`src/rtl/decode_and_fetch_operands_pkg.sv`:
```
`default_nettype none
// ============================================================================
//  Module   : decode_and_fetch_operands_pkg
//  Purpose  : Shared field widths, opcode constants and the decoded-field
//             record used by the decode / operand-fetch stage.
//  Contents : OPC_W, REG_W, DATA_W, ADDR_W, INSTR_W, OPC_LOAD, OPC_STORE,
//             decoded_t
//  Revision : 1.0  initial release
// ============================================================================
package decode_and_fetch_operands_pkg;

    localparam int OPC_W   = 4;
    localparam int REG_W   = 4;
    localparam int DATA_W  = 16;
    localparam int ADDR_W  = 8;
    localparam int INSTR_W = 16;

    localparam logic [OPC_W-1:0] OPC_LOAD  = 4'b1110;
    localparam logic [OPC_W-1:0] OPC_STORE = 4'b1111;

    // Fields pulled out of one instruction by the format decoder.
    typedef struct packed {
        logic [REG_W-1:0]  src_reg1;
        logic [REG_W-1:0]  src_reg2;
        logic [REG_W-1:0]  dest;
        logic [ADDR_W-1:0] mem_addr;
        logic              is_load;
        logic              is_store;
    } decoded_t;

endpackage : decode_and_fetch_operands_pkg
`default_nettype wire

```
`src/rtl/decode_and_fetch_operands_instr_field_decode.sv`:
```
`default_nettype none
// ============================================================================
//  Module   : instr_field_decode
//  Purpose  : Purely combinational format decoder. Splits a 16-bit
//             instruction into register-file read addresses, destination,
//             memory address and LOAD/STORE flags.
//  Ports    : instr    in  16  instruction word
//             fields   out     decoded_t record
//  Revision : 1.0  initial release
// ============================================================================
module instr_field_decode
    import decode_and_fetch_operands_pkg::*;
(
    input  logic [INSTR_W-1:0] instr,
    output decoded_t           fields
);

    logic [OPC_W-1:0] w_opc;

    assign w_opc = instr[15:12];

    always_comb begin
        fields = '0;
        case (w_opc)
            OPC_LOAD: begin
                fields.is_load  = 1'b1;
                fields.dest     = instr[3:0];
                fields.mem_addr = instr[11:4];
            end
            OPC_STORE: begin
                // The data register being stored travels on read port 1.
                fields.is_store = 1'b1;
                fields.src_reg1 = instr[3:0];
                fields.mem_addr = instr[11:4];
            end
            default: begin
                // Every other opcode, listed or not, is register format.
                fields.dest     = instr[11:8];
                fields.src_reg1 = instr[7:4];
                fields.src_reg2 = instr[3:0];
            end
        endcase
    end

endmodule : instr_field_decode
`default_nettype wire

```
`src/rtl/decode_and_fetch_operands.sv`:
```
`default_nettype none
// ============================================================================
//  Module   : decode_and_fetch_operands
//  Purpose  : Decode / operand-fetch pipeline stage. Drives register-file
//             read addresses combinationally and registers the decoded
//             fields, returned operands and in-use flags for execute.
//  Ports    : clk, rst (async, active-low)
//             instr[15:0]                         from fetch
//             srcRegVal1/2[15:0], inuse1/2        from register file
//             srcReg1/2[3:0], nextDestReg[3:0]    to register file (comb)
//             opcode, destReg, srcVal1/2, memAddr,
//             used1/2                             to execute (registered)
//  Revision : 1.0  initial release
// ============================================================================
module decode_and_fetch_operands
    import decode_and_fetch_operands_pkg::*;
(
    input  logic                clk,
    input  logic                rst,
    input  logic [INSTR_W-1:0]  instr,
    input  logic [DATA_W-1:0]   srcRegVal1,
    input  logic [DATA_W-1:0]   srcRegVal2,
    input  logic                inuse1,
    input  logic                inuse2,
    output logic [REG_W-1:0]    srcReg1,
    output logic [REG_W-1:0]    srcReg2,
    output logic [REG_W-1:0]    nextDestReg,
    output logic [OPC_W-1:0]    opcode,
    output logic [REG_W-1:0]    destReg,
    output logic [DATA_W-1:0]   srcVal1,
    output logic [DATA_W-1:0]   srcVal2,
    output logic [ADDR_W-1:0]   memAddr,
    output logic                used1,
    output logic                used2
);

    decoded_t         w_fields;
    logic [ADDR_W-1:0] w_mem_addr;

    instr_field_decode u_decode (
        .instr  (instr),
        .fields (w_fields)
    );

    // Only memory-format instructions carry an address downstream.
    assign w_mem_addr = (w_fields.is_load || w_fields.is_store) ? w_fields.mem_addr : '0;

    // Read addresses and destination are held at zero during reset so the
    // register file sees no spurious reads or in-use marking.
    assign srcReg1     = rst ? w_fields.src_reg1 : '0;
    assign srcReg2     = rst ? w_fields.src_reg2 : '0;
    assign nextDestReg = rst ? w_fields.dest     : '0;

    always_ff @(posedge clk or negedge rst) begin
        if (!rst) begin
            opcode  <= '0;
            destReg <= '0;
            srcVal1 <= '0;
            srcVal2 <= '0;
            memAddr <= '0;
            used1   <= 1'b0;
            used2   <= 1'b0;
        end else begin
            opcode  <= instr[15:12];
            destReg <= w_fields.dest;
            srcVal1 <= srcRegVal1;
            srcVal2 <= srcRegVal2;
            memAddr <= w_mem_addr;
            used1   <= inuse1;
            used2   <= inuse2;
        end
    end

endmodule : decode_and_fetch_operands
`default_nettype wire

```
`config.mk`:
```
export PLATFORM = sky130hd
export DESIGN_NAME = decode_and_fetch_operands
export DESIGN_NICKNAME = d
export VERILOG_FILES = /design/src/rtl/decode_and_fetch_operands_pkg.sv /design/src/rtl/decode_and_fetch_operands_instr_field_decode.sv /design/src/rtl/decode_and_fetch_operands.sv
export SDC_FILE = /design/constraint.sdc
export NUM_CORES = 1
export LEC_CHECK = 0
export CORE_MARGIN = 3
export CORE_UTILIZATION = 45
export CTS_BUF_LIST = sky130_fd_sc_hd__clkbuf_8 sky130_fd_sc_hd__clkbuf_16
export DETAILED_ROUTE_END_ITERATION = 12
export DONT_BUFFER_PORTS = 1
export GPL_ROUTABILITY_DRIVEN = 0
export GPL_TIMING_DRIVEN = 1
export PLACE_DENSITY = 0.57
export SYNTH_ARGS = -nofsm -noshare
export SYNTH_HDL_FRONTEND = slang
export SYNTH_SLANG_ARGS = --single-unit
```
`constraint.sdc`:
```
create_clock -name clk -period 1.5 [get_ports clk]
set_input_delay 0.075 -clock clk [delete_from_list [all_inputs] [get_ports clk]]
set_output_delay 0.075 -clock clk [all_outputs]
set_load 0.01 [all_outputs]
```
==> impl_metrics.py <==
metrics = {
    "outcome": {
        "status": "complete, no violations",
    },
    "final_layout": {
        "post-route-util_pct": 65.97,
        "area_delta_synth_final_pct": 38.31,
        "ff_latch_area_sq_mm": 0.001251,
        "layout-drive-gt1-share_pct": 8.553,
        "fill_cells": 244,
        "nets": 203,
        "diodes": 0,
        "multi_input_area_sq_um": 337.8,
    },
    "worst_setup_path": {
        "path_class": "input port to output port",
        "crit_chain": "and3_4 -> mux2i_1",
        "path_delay_family": "multiplexers",
        "cp.required_ns": 1.42,
        "critPathSlowestCell": "mux2i_1",
        "worstSetupEndpointType": "output port",
        "arrival_ns": 0.80,
        "max_stage_delay_ns": 0.36,
        "cp_num_buf_inv": 0,
        "cp_max_fo": 20,
        "cp-start-kind": "input port",
    },
    "routing": {
        "routed_via_density": 4.818,
        "wirelength_microns": 3548,
        "via_count": 954,
        "drc": 0,
        "drt-pass1-iter-count": 3,
        "antenna_left": 0,
        "drt-initial-drc-count": 62,
        "wl_per_cell_microns": 17.92,
    },
    "timing": {
        "rsz0062_at_grt": "false",
        "setup_violations": 0,
        "slew_violations": 0,
        "period_share_pct": 58.04,
        "min_period_ns": 0.8706,
        "final.setup.tns_ns": 0,
        "tightest_slew_ns": 0.3031,
        "max_freq_mhz": 1149,
        "finalHoldViolCount": 0,
        "relSlewSlack_pct": 79.21,
    },
    "floorplanning": {
        "die_w_microns": 65.94,
        "rows": 21,
        "core_sq_mm": 0.003390,
        "io_pins": 114,
        "start_util_pct": 47.69,
        "die_area_sq_mm": 0.004347,
        "die_y_microns": 65.94,
    },
    "synth": {
        "synthesis.instances": 101,
        "yosysWarnings": 0,
        "synth_compound_area_share_pct": 0,
        "yosysSeqAreaShare_pct": 77.40,
        "synth-xor-area-share_pct": 0,
        "synthAdderAreaFrac_pct": 0,
        "synth_nets": 153,
        "synth_top_family_by_area": "simple AND/OR/NAND/NOR gates",
        "synth_area_per_cell_sq_um": 16.01,
        "synth-simple-area-share_pct": 12.23,
        "synth_seq_cells": 50,
        "netlist_area_sq_mm": 0.001617,
        "ys_types": 14,
        "synthMuxAreaShare_pct": 8.669,
    },
    "power_and_ir_drop": {
        "peakVddDrop_mv": 0.4234,
        "power.density_mw_per_mm2": 1088,
        "p_leak_nw": 1.003,
    },
    "clock_tree": {
        "h-tree-depth": 2,
        "path_clk_slew_ns": 0.08,
        "cts_setup_buffers": 0,
        "cts_root_buffer": "clkbuf_8",
        "cts_tree": "built",
        "cts.sinks": 50,
        "clock_path_buffers": 2,
        "cts_inserted_buffers": 5,
    },
    "global_routing": {
        "grt_pass1_vias": 1026,
        "grt_remaining_overflow": 0,
        "grt_pass1_wl_microns": 5264,
        "antenna_found_initial": 0,
        "grt_start_max_net_pins": 51,
        "track_usage_pct": 16.53,
    },
    "placement": {
        "port_buffers": 0,
    },
    "flow_run": {
        "max_cap_viol_count": 0,
    },
    "min_path": {
        "min_path_type": "input port to flip-flop",
    },
}
==> per-layer routing <==
metal | vias up | track usage, % | part of all wire (%)
met4 | 0 | 6.853 | 1.5
met2 | 73 | 28.41 | 51
met3 | 6 | 5.102 | 11
li1 | 424 | - | -
met1 | 451 | 19.05 | 37
met5 | - | 0 | 0
==> power breakdown <==
part | switching (mW) | leakage [nW] | total, mW | internal (mW)
clock | 0.387 | 0.0524 | 0.752 | 0.365
sequential | 0.0642 | 0.600 | 1.48 | 1.41
combinational | 0.0797 | 0.351 | 0.205 | 0.125
total | 0.531 | 1.00 | 2.43 | 1.90
==> path summary, 6_finish.rpt <==
| check | from | end | depth (start not counted) |
|---|---|---|---|
| worst min-delay path | instr[1] | destReg[1] | 2 |
| max in group asynchronous | rst | srcVal2[13] | 2 |
| worst max-delay path | instr[14] | srcReg1[2] | 2 |
| min in group asynchronous | rst | srcVal1[5] | 2 |
==> layout by cell type (no fill, tap or decap), drive strengths merged <==
| cell | instances |
|---|---|
| dfrtp | 50 |
| nand2 | 8 |
| mux2i | 8 |
| nor2b | 3 |
| clkinv | 1 |
| buf | 1 |
| and2 | 8 |
| nand3 | 5 |
| and3 | 5 |
| clkbuf | 6 |
| mux2 | 4 |
| inv | 1 |
| and2b | 1 |
| nand3b | 4 |
| dlygate4sd3 | 47 |
==> layout make-up <==
cell class	instances	share of cell area, %
Timing Repair Buffer	48	22.27
Tap cell	46	2.574
Sequential cell	50	55.96
Clock buffer	6	3.693
Multi-Input combinational cell	46	15.11
Clock inverter	2	0.3917
==> flip-flops by register name, indices dropped and copies added, names as in the netlist <==
signal / flops
srcVal2: 16
used2: 1
memAddr: 8
opcode: 4
destReg: 4
used1: 1
srcVal1: 16
==> logic make-up after synthesis <==
family | count (synthesis)
flip-flops | 50
buffers and inverters | 5
multiplexers | 12
AND/OR/NAND/NOR | 34
==> cell usage after synthesis <==
| cell | number | share of area [%] |
|---|---|---|
| and2b_1 | 1 | 0.46 |
| nand3_1 | 5 | 1.5 |
| buf_6 | 1 | 0.70 |
| and2_1 | 8 | 3.1 |
| clkbuf_1 | 3 | 0.70 |
| and3_4 | 1 | 0.70 |
| nand3b_1 | 4 | 1.9 |
| nand2_1 | 8 | 1.9 |
| nor2b_1 | 3 | 1.2 |
| mux2i_1 | 8 | 5.0 |
| and3_1 | 4 | 1.5 |
| dfrtp_1 | 50 | 77 |
| buf_2 | 1 | 0.31 |
| mux2_4 | 4 | 3.7 |
==> through the flow <==
step | hold WS [ns] | power [mW] | worst slack (ns) | cell area [sq um] | instances
after floorplan | -0.2206 | 1.568 | 0.6840 | 1617 | 101
after global placement | -0.2191 | 1.574 | 0.6248 | 1647 | 142
after detailed placement | -0.2190 | 1.576 | 0.6114 | 1647 | 142
after CTS | 0.03544 | 2.456 | 0.6291 | 2236 | 198
after global routing | 0.03740 | 2.546 | 0.5545 | 2236 | 198
final | 0.04212 | 2.433 | 0.6294 | 2236 | 198
==> what timing repair did <==
action	in CTS	in global routing
gates resized for setup	0	0
hold buffers	48	0
hold endpoints to repair	100	0
Note: power is estimated with default switching activity, not from simulation.
